[src/rtl/axil_rd_ctrl_if.sv]
// AXI4-Lite read-channel signal bundle (AR and R channels) shared by
// the read controller and its bus master.
interface axil_rd_ctrl_if #(
    parameter int DATA_W = 32,
    parameter int ADDR_W = 32
);
    logic [ADDR_W-1:0] ARADDR;
    logic              ARVALID;
    logic              ARREADY;
    logic [DATA_W-1:0] RDATA;
    logic [1:0]        RRESP;
    logic              RVALID;
    logic              RREADY;

    modport master (
        output ARADDR, ARVALID, RREADY,
        input  ARREADY, RDATA, RRESP, RVALID
    );

    modport slave (
        input  ARADDR, ARVALID, RREADY,
        output ARREADY, RDATA, RRESP, RVALID
    );
endinterface

[src/rtl/axil_rd_ctrl.sv]
// AXI4-Lite read controller for the w_fifo/r_fifo block: decodes status, level and
// pop addresses, sequences the r_fifo pop and drives the FIFO mode enables.
// Optional RD_TIMEOUT_EN: abandons a response after TIMEOUT_CYC cycles without RREADY.
module axil_rd_ctrl #(
    parameter int DATA_W      = 32,
    parameter int ADDR_W      = 32,
    parameter int LVL_W       = 7,
    parameter int TIMEOUT_CYC = 256
) (
    input  logic              ACLK,
    input  logic              ARESETn,
    axil_rd_ctrl_if.slave     bus,
    input  logic [LVL_W-1:0]  w_fifo_level,
    input  logic [DATA_W-1:0] r_fifo_dout,
    input  logic              r_fifo_empty,
    output logic              r_fifo_rd_en,
    output logic              rrr_en_w_fifo,
    output logic              rrr_en_r_fifo
);
    localparam logic [ADDR_W-1:0] ADDR_STATUS = '0;
    localparam logic [ADDR_W-1:0] ADDR_LEVEL  = ADDR_W'(32'h0000_0010);
    localparam logic [ADDR_W-1:0] ADDR_POP    = ADDR_W'(32'h0000_0011);

    localparam logic [1:0] RESP_OKAY   = 2'b00;
    localparam logic [1:0] RESP_SLVERR = 2'b10;
    localparam logic [1:0] RESP_DECERR = 2'b11;

    typedef enum logic [1:0] {IDLE, POP, WAIT, RESP} state_t;

    state_t      state;
    logic [7:0]  err_cnt;
    logic        tmo_flag;
    logic [31:0] status_word;

    function automatic logic [7:0] sat_inc8(input logic [7:0] v);
        return (v == 8'hFF) ? v : v + 8'd1;
    endfunction

    assign status_word = {16'b0, err_cnt, 4'b0, tmo_flag, r_fifo_empty,
                          rrr_en_r_fifo, rrr_en_w_fifo};

`ifdef RD_TIMEOUT_EN
    localparam int TW = $clog2(TIMEOUT_CYC + 1);
    logic [TW-1:0] tmo_cnt;
`else
    localparam int unused_timeout_cyc = TIMEOUT_CYC;
    assign tmo_flag = 1'b0;
`endif

    always_ff @(posedge ACLK or negedge ARESETn) begin
        if (!ARESETn) begin
            state         <= IDLE;
            bus.ARREADY   <= 1'b1;
            bus.RVALID    <= 1'b0;
            bus.RDATA     <= '0;
            bus.RRESP     <= RESP_OKAY;
            r_fifo_rd_en  <= 1'b0;
            rrr_en_w_fifo <= 1'b0;
            rrr_en_r_fifo <= 1'b0;
            err_cnt       <= 8'd0;
`ifdef RD_TIMEOUT_EN
            tmo_flag      <= 1'b0;
            tmo_cnt       <= '0;
`endif
        end else begin
            r_fifo_rd_en <= 1'b0;
            case (state)
                // ARREADY is always high here, so ARVALID alone marks the handshake
                IDLE: begin
                    if (bus.ARVALID) begin
                        bus.ARREADY <= 1'b0;
`ifdef RD_TIMEOUT_EN
                        tmo_cnt     <= '0;
`endif
                        if (bus.ARADDR == ADDR_STATUS) begin
                            bus.RDATA     <= DATA_W'(status_word);
                            bus.RRESP     <= RESP_OKAY;
                            bus.RVALID    <= 1'b1;
                            rrr_en_w_fifo <= 1'b0;
                            rrr_en_r_fifo <= 1'b0;
                            state         <= RESP;
                        end else if (bus.ARADDR == ADDR_LEVEL) begin
                            bus.RDATA     <= DATA_W'(w_fifo_level);
                            bus.RRESP     <= RESP_OKAY;
                            bus.RVALID    <= 1'b1;
                            rrr_en_w_fifo <= 1'b1;
                            rrr_en_r_fifo <= 1'b0;
                            state         <= RESP;
                        end else if (bus.ARADDR == ADDR_POP) begin
                            rrr_en_w_fifo <= 1'b0;
                            rrr_en_r_fifo <= 1'b1;
                            if (r_fifo_empty) begin
                                bus.RDATA  <= '0;
                                bus.RRESP  <= RESP_SLVERR;
                                bus.RVALID <= 1'b1;
                                err_cnt    <= sat_inc8(err_cnt);
                                state      <= RESP;
                            end else begin
                                r_fifo_rd_en <= 1'b1;
                                state        <= POP;
                            end
                        end else begin
                            bus.RDATA  <= '0;
                            bus.RRESP  <= RESP_DECERR;
                            bus.RVALID <= 1'b1;
                            err_cnt    <= sat_inc8(err_cnt);
                            state      <= RESP;
                        end
                    end
                end
                POP: state <= WAIT;
                // r_fifo_dout is valid the cycle after the pop strobe
                WAIT: begin
                    bus.RDATA  <= r_fifo_dout;
                    bus.RRESP  <= RESP_OKAY;
                    bus.RVALID <= 1'b1;
                    state      <= RESP;
                end
                RESP: begin
                    if (bus.RREADY) begin
                        bus.RVALID  <= 1'b0;
                        bus.ARREADY <= 1'b1;
                        state       <= IDLE;
                    end
`ifdef RD_TIMEOUT_EN
                    else if (tmo_cnt == TW'(TIMEOUT_CYC - 1)) begin
                        bus.RVALID  <= 1'b0;
                        bus.ARREADY <= 1'b1;
                        tmo_flag    <= 1'b1;
                        err_cnt     <= sat_inc8(err_cnt);
                        state       <= IDLE;
                    end else begin
                        tmo_cnt <= tmo_cnt + TW'(1);
                    end
`endif
                end
                default: state <= IDLE;
            endcase
        end
    end
endmodule

[src/flat_wrapper.sv]
// flat-port wrapper written by rule: the top's interface ports become plain ports
module axil_rd_ctrl_flat 
#(
    parameter int DATA_W      = 32,
    parameter int ADDR_W      = 32,
    parameter int LVL_W       = 7,
    parameter int TIMEOUT_CYC = 256
)
  (ACLK, ARESETn, w_fifo_level, r_fifo_dout, r_fifo_empty, r_fifo_rd_en, rrr_en_w_fifo, rrr_en_r_fifo, bus_ARADDR, bus_ARVALID, bus_RREADY, bus_ARREADY, bus_RDATA, bus_RRESP, bus_RVALID);
  axil_rd_ctrl_if #(.DATA_W(DATA_W), .ADDR_W(ADDR_W)) bus_i ();
  input  logic ACLK;
  input  logic ARESETn;
  input  logic [LVL_W-1:0] w_fifo_level;
  input  logic [DATA_W-1:0] r_fifo_dout;
  input  logic r_fifo_empty;
  output logic r_fifo_rd_en;
  output logic rrr_en_w_fifo;
  output logic rrr_en_r_fifo;
  input wire logic [$bits(bus_i.ARADDR)-1:0] bus_ARADDR;
  input wire logic [$bits(bus_i.ARVALID)-1:0] bus_ARVALID;
  input wire logic [$bits(bus_i.RREADY)-1:0] bus_RREADY;
  output wire logic [$bits(bus_i.ARREADY)-1:0] bus_ARREADY;
  output wire logic [$bits(bus_i.RDATA)-1:0] bus_RDATA;
  output wire logic [$bits(bus_i.RRESP)-1:0] bus_RRESP;
  output wire logic [$bits(bus_i.RVALID)-1:0] bus_RVALID;
  assign bus_i.ARADDR = bus_ARADDR;
  assign bus_i.ARVALID = bus_ARVALID;
  assign bus_i.RREADY = bus_RREADY;
  assign bus_ARREADY = bus_i.ARREADY;
  assign bus_RDATA = bus_i.RDATA;
  assign bus_RRESP = bus_i.RRESP;
  assign bus_RVALID = bus_i.RVALID;
  axil_rd_ctrl #(.DATA_W(DATA_W), .ADDR_W(ADDR_W), .LVL_W(LVL_W), .TIMEOUT_CYC(TIMEOUT_CYC)) u_core (.ACLK(ACLK), .ARESETn(ARESETn), .bus(bus_i), .w_fifo_level(w_fifo_level), .r_fifo_dout(r_fifo_dout), .r_fifo_empty(r_fifo_empty), .r_fifo_rd_en(r_fifo_rd_en), .rrr_en_w_fifo(rrr_en_w_fifo), .rrr_en_r_fifo(rrr_en_r_fifo));
endmodule
[config.mk]
export PLATFORM = sky130hd
export DESIGN_NAME = axil_rd_ctrl_flat
export DESIGN_NICKNAME = d
export VERILOG_FILES = /design/src/rtl/axil_rd_ctrl_if.sv /design/src/rtl/axil_rd_ctrl.sv /design/src/flat_wrapper.sv
export SDC_FILE = /design/constraint.sdc
export NUM_CORES = 1
export LEC_CHECK = 0
export ABC_AREA = 1
export CORE_MARGIN = 2
export CORE_UTILIZATION = 27
export CTS_CLUSTER_SIZE = 28
export DETAILED_ROUTE_END_ITERATION = 12
export DONT_BUFFER_PORTS = 1
export MAX_ROUTING_LAYER = met4
export PLACE_DENSITY = 0.45
export SLEW_MARGIN = 10
export SYNTH_ARGS = -nofsm -noshare
export SYNTH_HDL_FRONTEND = slang
export SYNTH_SLANG_ARGS = --single-unit
[constraint.sdc]
create_clock -name ACLK -period 4.8 [get_ports ACLK]
set_input_delay 0.48 -clock ACLK [delete_from_list [all_inputs] [get_ports ACLK]]
set_output_delay 0.48 -clock ACLK [all_outputs]
set_load 0.02 [all_outputs]
==> results of run 1 <==
-- repair_timing --
action | 4_1_cts | 5_1_grt
endpoints found under the hold margin | 48 | 0
buffers inserted | 0 | 0
hold buffers | 2 | 0
-- cell families (layout without fill, tap and decap cells) --
| family | after synthesis | after routing | synth area share |
|---|---|---|---|
| compound gates | 11 | 11 | 0.02117 |
| xor+xnor | 6 | 6 | 0.01933 |
| fa+ha+maj | 5 | 5 | 0.02301 |
| buf+inv | 49 | 47 | 0.07823 |
| flops | 49 | 49 | 0.4515 |
| simple gates | 258 | 258 | 0.4068 |
-- flip-flops by register name, summed over array words and instances (netlist names) --
register              flops
u_core.bus.ARREADY        1
u_core.rrr_en_w_fifo      1
u_core.state              2
u_core.rrr_en_r_fifo      1
u_core.r_fifo_rd_en       1
u_core.err_cnt            8
u_core.bus.RDATA         32
u_core.bus.RRESP          2
u_core.bus.RVALID         1
-- through the flow --
| step | hold slack (ps) | worst slack (ps) | util | area (sq um) |
|---|---|---|---|---|
| 6_report | 18.66 | 2561 | 0.3029 | 2960 |
| 5_1_grt | 19.94 | 2331 | 0.3029 | 2960 |
| 4_1_cts | 20.83 | 2567 | 0.3029 | 2960 |
| 3_5_place_dp | 185.8 | 2486 | 0.2880 | 2815 |
| 3_3_place_gp | 185.8 | 2554 | 0.2880 | 2815 |
| 2_1_floorplan | 184.4 | 3236 | - | 2719 |
-- path summary, 6_finish.rpt --
path                                   endpoint  slack [ps]  cells after the start
setup / recovery            u_core.bus.RDATA[2]        2560                      7
hold / removal             u_core.bus.RDATA[16]          20                      1
setup reg to reg            u_core.bus.RDATA[2]        2560                      7
hold reg to reg               u_core.err_cnt[1]         560                      2
max in group asynchronous    u_core.bus.ARREADY        4080                      1
min in group ACLK          u_core.bus.RDATA[16]         310                      2
-- layout make-up --
cell class,count,share of cell area
clock buffer,6,0.02451
timing repair buffer,3,0.01522
tap,133,0.05621
inverter,36,0.04565
clock inverter,2,0.01183
multi-input combinational,280,0.4320
sequential,49,0.4146
-- report_power, final --
part | switching (uW) | internal, uW
registers | 239 | 553
logic | 399 | 185
clock network | 142 | 155
-- layout by cell type (no fill, tap or decap), types with 2 or more instances in the layout --
cell	count
clkbuf_8	5
nor3_1	3
nand2_1	158
nor2_1	29
nand4_1	10
xor2_1	4
nand3_2	2
nand3_1	44
a21oi_1	2
dfrtp_1	48
o21ai_0	8
xnor2_1	2
or2_2	4
inv_1	33
ha_1	5
nor2_2	4
inv_2	2
-- per-layer routing --
layer	vias to the layer above	routed length (um)
li1	1168	-
met1	1042	3269
met2	64	3425
met3	10	548
met4	0	130
met5	-	0
==> results.py, run 1 <==
metrics = {
    "outcome": {
        "status": "finished clean",
    },
    "sta": {
        "post-route-min-period_ps": 2239,
        "fmax_mhz": 446.5,
        "hold_violations": 0,
        "post-route-period-util": 0.4665,
        "tightest_slew_ps": 766.4,
        "tns_ps": 0,
        "final_max_slew_viol_count": 0,
        "setup_viol": 0,
        "rsz0062_at_grt": "false",
        "skew_ps": 12.99,
        "relSlewSlack": 0.4872,
    },
    "logic_synthesis": {
        "synthCells": 378,
        "synthFlopType": "dfrtp_1",
        "synth-seq-cells": 49,
        "synthTopCellsByArea": "dfrtp_1 44%, nand2_1 22%, nand3_1 8.1%, inv_1 4.6%, nor2_1 4.0%",
        "synth.top_cell.area_share": 0.4418,
        "synth_edf_count": 0,
        "syn_area_per_cell_sq_um": 7.193,
        "async_flop_share": 1.000,
        "ys_types": 27,
        "yosysWarnings": 0,
        "synth_most_common_cell": "nand2_1",
        "yosysTopAreaCell": "dfrtp_1",
        "synth_area_sq_um": 2719,
        "synthTopCellsByCount": "158 x nand2_1, 48 x dfrtp_1, 44 x nand3_1",
        "syn_nets": 459,
        "ys_seq_area_frac": 0.4514,
    },
    "setup_path": {
        "worstPathArrival_ps": 2430,
        "crit_family": "buffers and inverters",
        "max_stage_delay_ps": 480,
        "crit_fanout": 31,
        "required_ps": 4990,
        "crit_path_start": "u_core.state[0]",
        "crit_slowest_cell": "clkinv_1",
        "startpoint_type": "flip-flop",
        "endpoint_kind": "flip-flop",
        "r2r-start": "u_core.state[0]",
        "worst-path-buf-inv": 3,
        "crit_path_cell_trace": "inv_1 > ha_1 > buf_4 > clkinv_1 > or2_2 > nand3_1 > nand2_1",
        "critPathKind": "reg2reg",
    },
    "floorplanning": {
        "top_level_ports": 115,
        "rows": 36,
        "die_h_um": 104.4,
        "core_area_sq_um": 9774,
        "dieWidth_um": 104.4,
        "start_util": 0.2782,
        "die_area_sq_um": 10890,
    },
    "global_route": {
        "grt_overflow_total": 0,
        "grt_use_met1": 0.1781,
        "use_met2": 0.2250,
        "top_usage_layer": "met2",
        "grt_max_degree": 49,
        "gr-usage-all-layers": 0.1442,
        "grtUsageMet3": 0.04574,
        "grt_pass1_vias": 2350,
        "grt_antenna_before_repair": 0,
        "grt_pass1_wl_um": 12230,
    },
    "routing": {
        "routedWlPerCell_um": 14.49,
        "viasPerCell": 4.487,
        "ant_nets": 0,
        "wl_um": 7374,
        "drt-initial-drc-count": 179,
        "num_vias": 2284,
        "drt_first_pass_iters": 4,
        "drcViolationCount": 0,
    },
    "pwr": {
        "irDropWorstVdd_uv": 197.5,
        "powerDensity_nw_per_um2": 564.9,
        "p_leak_uw": 0.001569,
        "power_uw": 1672,
    },
    "clock_network": {
        "cts.sinks": 49,
        "ctsHtreeMaxLevel": 2,
        "numCtsBuffers": 5,
        "clk_pin_slew_worst_paths_ps": 100,
        "insertion_delay_ps": 300,
        "ctsRootBufferMaster": "clkbuf_8",
        "cts_tree": "done",
        "cts_buffer_depth": 2,
        "post_cts_resized": 0,
    },
    "layout": {
        "area_delta_synth_final_pct": 8.882,
        "stdcell_count": 509,
        "multi_input_area_sq_um": 1279,
        "nets": 456,
        "fill_cells": 1106,
        "diodes": 0,
        "layout-drive-gt1-share": 0.06649,
        "register_area_sq_um": 1227,
    },
    "hold_path": {
        "hold_class": "in2async",
    },
    "placed_design": {
        "io_buffer_count": 0,
        "dp_cells": 499,
        "place_congestion": 0.7951,
        "hpwl_um": 5332,
    },
    "flow_run": {
        "drv_cap": 0,
    },
}
(Power assumes the default switching activity.)
==> run 2: changes to the inputs <==
==> constraint.sdc (replaced) <==
create_clock -name ACLK -period 2.3 [get_ports ACLK]
set_input_delay 0.23 -clock ACLK [delete_from_list [all_inputs] [get_ports ACLK]]
set_output_delay 0.23 -clock ACLK [all_outputs]
set_load 0.02 [all_outputs]
==> results.py, run 2 (same netlist as run 1, synthesis figures left out) <==
metrics = {
    "routing": {
        "routedWlPerCell_um": 14.08,
        "wl_um": 7222,
        "drcViolationCount": 0,
        "viasPerCell": 4.513,
        "drt-initial-drc-count": 167,
        "ant_nets": 0,
        "num_vias": 2315,
        "drt_first_pass_iters": 4,
    },
    "clock_network": {
        "cts_buffer_depth": 2,
        "cts.sinks": 49,
        "ctsRootBufferMaster": "clkbuf_8",
        "ctsHtreeMaxLevel": 2,
        "post_cts_buffers": 0,
        "numCtsBuffers": 5,
        "insertion_delay_ps": 300,
        "clk_pin_slew_worst_paths_ps": 100,
        "cts_tree": "done",
    },
    "hold_path": {
        "worstHoldPathCells": 2,
        "worstHoldEndpoint": "u_core.bus.RDATA[24]",
        "hold_class": "in2reg",
        "min_from": "r_fifo_dout[24]",
    },
    "sta": {
        "final_max_slew_viol_count": 0,
        "setup_viol": 0,
        "rsz0062_at_grt": "false",
        "tns_ps": 0,
        "skew_ps": 5.870,
        "hold_violations": 0,
        "post-route-min-period_ps": 1903,
        "tightest_slew_ps": 744.7,
        "fin_ws_ps": 397.0,
        "fmax_mhz": 525.5,
        "relSlewSlack": 0.5030,
        "post-route-period-util": 0.8274,
    },
    "layout": {
        "largest_register_ffs": 32,
        "largest_register": "u_core.bus.RDATA",
        "diodes": 0,
        "area_delta_synth_final_pct": 9.986,
        "layout_commonest_cell": "nand2_1",
        "final_util": 0.3059,
        "nets": 460,
        "fill_cells": 1080,
        "reg_top3": "u_core.bus.RDATA x32, u_core.err_cnt x8",
        "layout_common_cells": "158 x nand2_1, 48 x dfrtp_1, 44 x nand3_1",
        "layout-drive-gt1-share": 0.07632,
    },
    "global_route": {
        "grt_antenna_before_repair": 0,
        "grt_pass1_wl_um": 11710,
        "gr-usage-all-layers": 0.1380,
        "grt_overflow_total": 0,
        "grt_pass1_vias": 2266,
        "grt_max_degree": 50,
    },
    "pwr": {
        "p_seq_frac": 0.469,
        "clkPwrFrac": 0.176,
        "p_comb_frac": 0.355,
        "p_leak_uw": 0.001589,
        "p_sw_uw": 1643,
        "powerDensity_nw_per_um2": 1178,
        "swShare": 0.4663,
        "irDropWorstVdd_uv": 511.0,
        "power_uw": 3524,
        "p_int_uw": 1881,
    },
    "placed_design": {
        "dp_slack_ps": 386.6,
        "io_buffer_count": 0,
        "place_congestion": 0.7863,
        "hpwl_um": 5326,
    },
    "setup_path": {
        "crit_path_start": "u_core.state[0]",
        "critPathKind": "reg2reg",
        "endpoint_kind": "flip-flop",
        "worst-path-stages": 9,
        "crit_family": "simple AND/OR/NAND/NOR gates",
        "reg2reg_to": "u_core.bus.RRESP[0]",
        "startpoint_type": "flip-flop",
        "crit_slowest_cell": "dfrtp_1",
        "crit_fanout": 34,
        "r2r-start": "u_core.state[0]",
        "rr_worst_depth": 9,
        "r2r_slack_ps": 400,
        "required_ps": 2540,
        "crit_path_cell_trace": "inv_1 > ha_1 > inv_1 > or2_2 > nand2_2 > inv_2 > nand2_4 > nand2_1 > nand2_1",
        "worstPathArrival_ps": 2140,
        "worst-path-buf-inv": 3,
        "max_stage_delay_ps": 390,
    },
    "floorplanning": {
        "start_util": 0.2782,
        "dieWidth_um": 104.4,
        "top_level_ports": 115,
        "rows": 36,
        "core_area_sq_um": 9774,
        "die_area_sq_um": 10890,
        "die_h_um": 104.4,
    },
    "flow_run": {
        "drv_cap": 0,
    },
    "outcome": {
        "status": "finished clean",
    },
}
==> run 2: changes by cell type in the layout (fill, tap and decap cells not counted) <==
cell | previous run | this run
buf_4 | 1 | 5
==> run 2: power groups by stage <==
stage | clock, uW | sequential (uW) | combinational, uW
after floorplan | 0 | 1600 | 1070
after global placement | 0 | 1680 | 1240
after detailed placement | 0 | 1680 | 1260
after CTS | 650 | 1660 | 1280
after global routing | 694 | 1690 | 1480
final | 621 | 1650 | 1250
==> run 2: how the worst max path moves through the flow <==
| stage | endpoint | slack (ps) |
|---|---|---|
| 5_1_grt | u_core.bus.RRESP[1] | 150 |
| 2_1_floorplan | u_core.bus.RDATA[11] | 740 |
| 6_report | u_core.bus.RRESP[0] | 400 |
| 4_1_cts | u_core.bus.RRESP[0] | 350 |
| 3_3_place_gp | u_core.bus.RDATA[1] | 410 |
| 3_5_place_dp | u_core.bus.RRESP[0] | 390 |
==> run 2: worst reg2reg max path: cells and delay by family, from the launching register on <==
| family | cells | cell delay (ps) |
|---|---|---|
| adder cells (fa/ha/maj) | 1 | 200 |
| AND/OR/NAND/NOR | 5 | 930 |
| flip-flops | 1 | 390 |
| buffers and inverters | 3 | 330 |
==> run 2: layer usage <==
metal | routed length [um] | GRT usage
met5 | 0 | -
met4 | 101 | 0.03475
met3 | 599 | 0.04699
met2 | 3267 | 0.2134
met1 | 3253 | 0.1734
==> run 2: through the flow <==
stage                     instances  area, sq um  hold WS [ps]
after floorplan                 378         2719        -65.59
after global placement          503         2845        -64.12
after detailed placement        503         2845        -64.17
after CTS                       513         2990         49.14
after global routing            513         2990         40.56
final                           513         2990         61.38
==> run 2: layout make-up <==
class                           count  area, sq um  share of cell area
Sequential cell                    49         1227              0.4105
Tap cell                          133        166.4             0.05565
Inverter                           36        135.1             0.04519
Timing Repair Buffer                7        75.07             0.02510
Clock buffer                        6        72.57             0.02427
Clock inverter                      2        35.03             0.01172
Multi-Input combinational cell    280         1279              0.4276
==> run 2: repair_timing <==
action	4_1_cts	5_1_grt
gates resized for setup	0	0
hold buffers	2	0
hold endpoints to repair	49	0
==> run 3: changes to the inputs <==
--- a/config.mk
+++ b/config.mk
@@ -12,7 +12,7 @@
 export DETAILED_ROUTE_END_ITERATION = 12
 export DONT_BUFFER_PORTS = 1
 export MAX_ROUTING_LAYER = met4
-export PLACE_DENSITY = 0.45
+export PLACE_DENSITY = 0.47
 export SLEW_MARGIN = 10
 export SYNTH_ARGS = -nofsm -noshare
 export SYNTH_HDL_FRONTEND = slang
==> constraint.sdc (replaced) <==
create_clock -name ACLK -period 1.5 [get_ports ACLK]
set_input_delay 0.15 -clock ACLK [delete_from_list [all_inputs] [get_ports ACLK]]
set_output_delay 0.15 -clock ACLK [all_outputs]
set_load 0.02 [all_outputs]
==> results.py, run 3 (same netlist as run 1, synthesis figures left out) <==
metrics = {
    "pwr": {
        "p_int_uw": 4083,
        "p_sw_uw": 3207,
        "power_uw": 7290,
        "irDropWorstVdd_uv": 775.7,
        "p_leak_uw": 0.001945,
        "p_comb_frac": 0.515,
        "p_seq_frac": 0.351,
        "powerDensity_nw_per_um2": 1932,
        "clkPwrFrac": 0.134,
        "swShare": 0.4399,
    },
    "setup_path": {
        "crit_slowest_cell": "dfrtp_1",
        "max_stage_delay_ps": 400,
        "required_ps": 1740,
        "critPathKind": "reg2reg",
        "endpoint_kind": "flip-flop",
        "crit_fanout": 7,
        "worst-path-buf-inv": 4,
        "crit_family": "simple AND/OR/NAND/NOR gates",
        "startpoint_type": "flip-flop",
        "crit_path_cell_trace": "inv_2 > ha_4 > inv_2 > or2_4 > nand2_4 > inv_6 > nand2_8 > buf_12 > nand2_1 > nand2_1",
        "worstPathArrival_ps": 1740,
    },
    "sta": {
        "fin_ws_ps": 0.3191,
        "hold_violations": 0,
        "rsz0062_at_grt": "true",
        "final_max_slew_viol_count": 0,
        "post-route-period-util": 0.9998,
        "fmax_mhz": 666.8,
        "relSlewSlack": 0.6869,
        "skew_ps": 19.66,
        "tightest_slew_ps": 469.1,
        "post-route-min-period_ps": 1500,
        "setup_viol": 0,
    },
    "placed_design": {
        "place_area_sq_um": 3067,
        "hpwl_um": 5489,
        "place_congestion": 0.8608,
        "io_buffer_count": 0,
        "dp_cells": 526,
        "dp_slack_ps": -397.2,
    },
    "clock_network": {
        "cts_buffer_depth": 2,
        "ctsRootBufferMaster": "clkbuf_8",
        "cts.sinks": 49,
        "insertion_delay_ps": 320,
        "clk_pin_slew_worst_paths_ps": 90,
        "numCtsBuffers": 5,
        "ctsHtreeMaxLevel": 2,
        "cts_tree": "done",
    },
    "outcome": {
        "status": "finished clean",
    },
    "layout": {
        "nets": 511,
        "fill_cells": 1034,
        "stdcell_count": 564,
        "largest_register": "u_core.bus.RDATA",
        "largest_register_ffs": 32,
        "fin_area_sq_um": 3772,
        "layout-drive-gt1-share": 0.2599,
        "diodes": 0,
        "final_util": 0.3859,
        "layout_common_cells": "125 x nand2_1, 48 x dfrtp_1, 44 x nand3_1",
        "layout_commonest_cell": "nand2_1",
        "area_delta_synth_final_pct": 38.75,
        "reg_top3": "u_core.bus.RDATA x32, u_core.err_cnt x8",
    },
    "hold_path": {
        "hold_class": "in2reg",
    },
    "floorplanning": {
        "core_area_sq_um": 9774,
        "start_util": 0.2782,
        "die_area_sq_um": 10890,
        "die_h_um": 104.4,
        "rows": 36,
        "dieWidth_um": 104.4,
        "top_level_ports": 115,
    },
    "global_route": {
        "grt_max_degree": 50,
        "grt_pass1_wl_um": 12740,
        "grt_pass1_vias": 2520,
        "grt_antenna_before_repair": 0,
        "gr-usage-all-layers": 0.1499,
        "grt_overflow_total": 0,
    },
    "routing": {
        "top_layer": "met4",
        "drcViolationCount": 0,
        "routed-wl-met2_um": 3841,
        "ant_nets": 0,
        "drt_first_pass_iters": 4,
        "wl_met3_um": 529,
        "num_vias": 2541,
        "wl_um": 7882,
        "routedWlPerCell_um": 13.98,
        "drt-initial-drc-count": 151,
        "met1_length_um": 3398,
        "viasPerCell": 4.505,
    },
    "flow_run": {
        "drv_cap": 0,
    },
}
-- run 3: worst min-delay path: cells and delay by family --
kind,cells,cell delay (ps)
and+or+nand+nor,4,170
-- run 3: final timing paths --
path / from / to / slack (ps) / cells after the start
max: u_core.state[0] / u_core.bus.RDATA[0] / 0.3 / 10
min: r_fifo_dout[9] / u_core.bus.RDATA[9] / 50 / 4
max reg2reg: u_core.state[0] / u_core.bus.RDATA[0] / 0.3 / 10
min reg2reg: u_core.err_cnt[6] / u_core.err_cnt[6] / 560 / 2
max in group asynchronous: ARESETn / u_core.bus.ARREADY / 870 / 2
min in group asynchronous: ARESETn / u_core.bus.RDATA[31] / 330 / 2
-- run 3: area by class of cell --
class,count,area [sq um],share of cell area
Timing Repair Buffer,58,636.9,0.1688
Multi-Input combinational cell,280,1484,0.3934
Tap cell,133,166.4,0.04411
Clock inverter,3,43.79,0.01161
Inverter,36,145.1,0.03847
Clock buffer,5,68.82,0.01824
Sequential cell,49,1227,0.3254
-- run 3: what timing repair did --
item / in CTS / in global routing
hold buffers: 19 / 0
buffers inserted: 5 / 2
pin swaps: 3 / 32
cloned: 2 / 2
setup endpoints to repair: 35 / 46
resized for setup: 11 / 61
endpoints found under the hold margin: 66 / 0
-- run 3: per-layer routing --
layer	global-route usage	vias up
met4	0.04151	0
met2	0.2488	68
met3	0.04010	11
met1	0.1791	1179
met5	-	-
li1	-	1283
-- run 3: through the flow --
stage,TNS [ps],hold WS (ps)
final,0,53.32
after global routing,-2178,51.76
after CTS,0,40.07
after detailed placement,-7511,-144.4
after global placement,-7036,-144.5
after floorplan,0,-145.6
-- run 3: power groups by stage --
stage	clock (uW)	combinational, uW	sequential, uW
floorplan	0	1670	2460
finish	978	3750	2560
global placement	0	2390	2530
CTS	1020	3130	2510
detailed placement	0	2420	2540
global route	1070	4160	2620
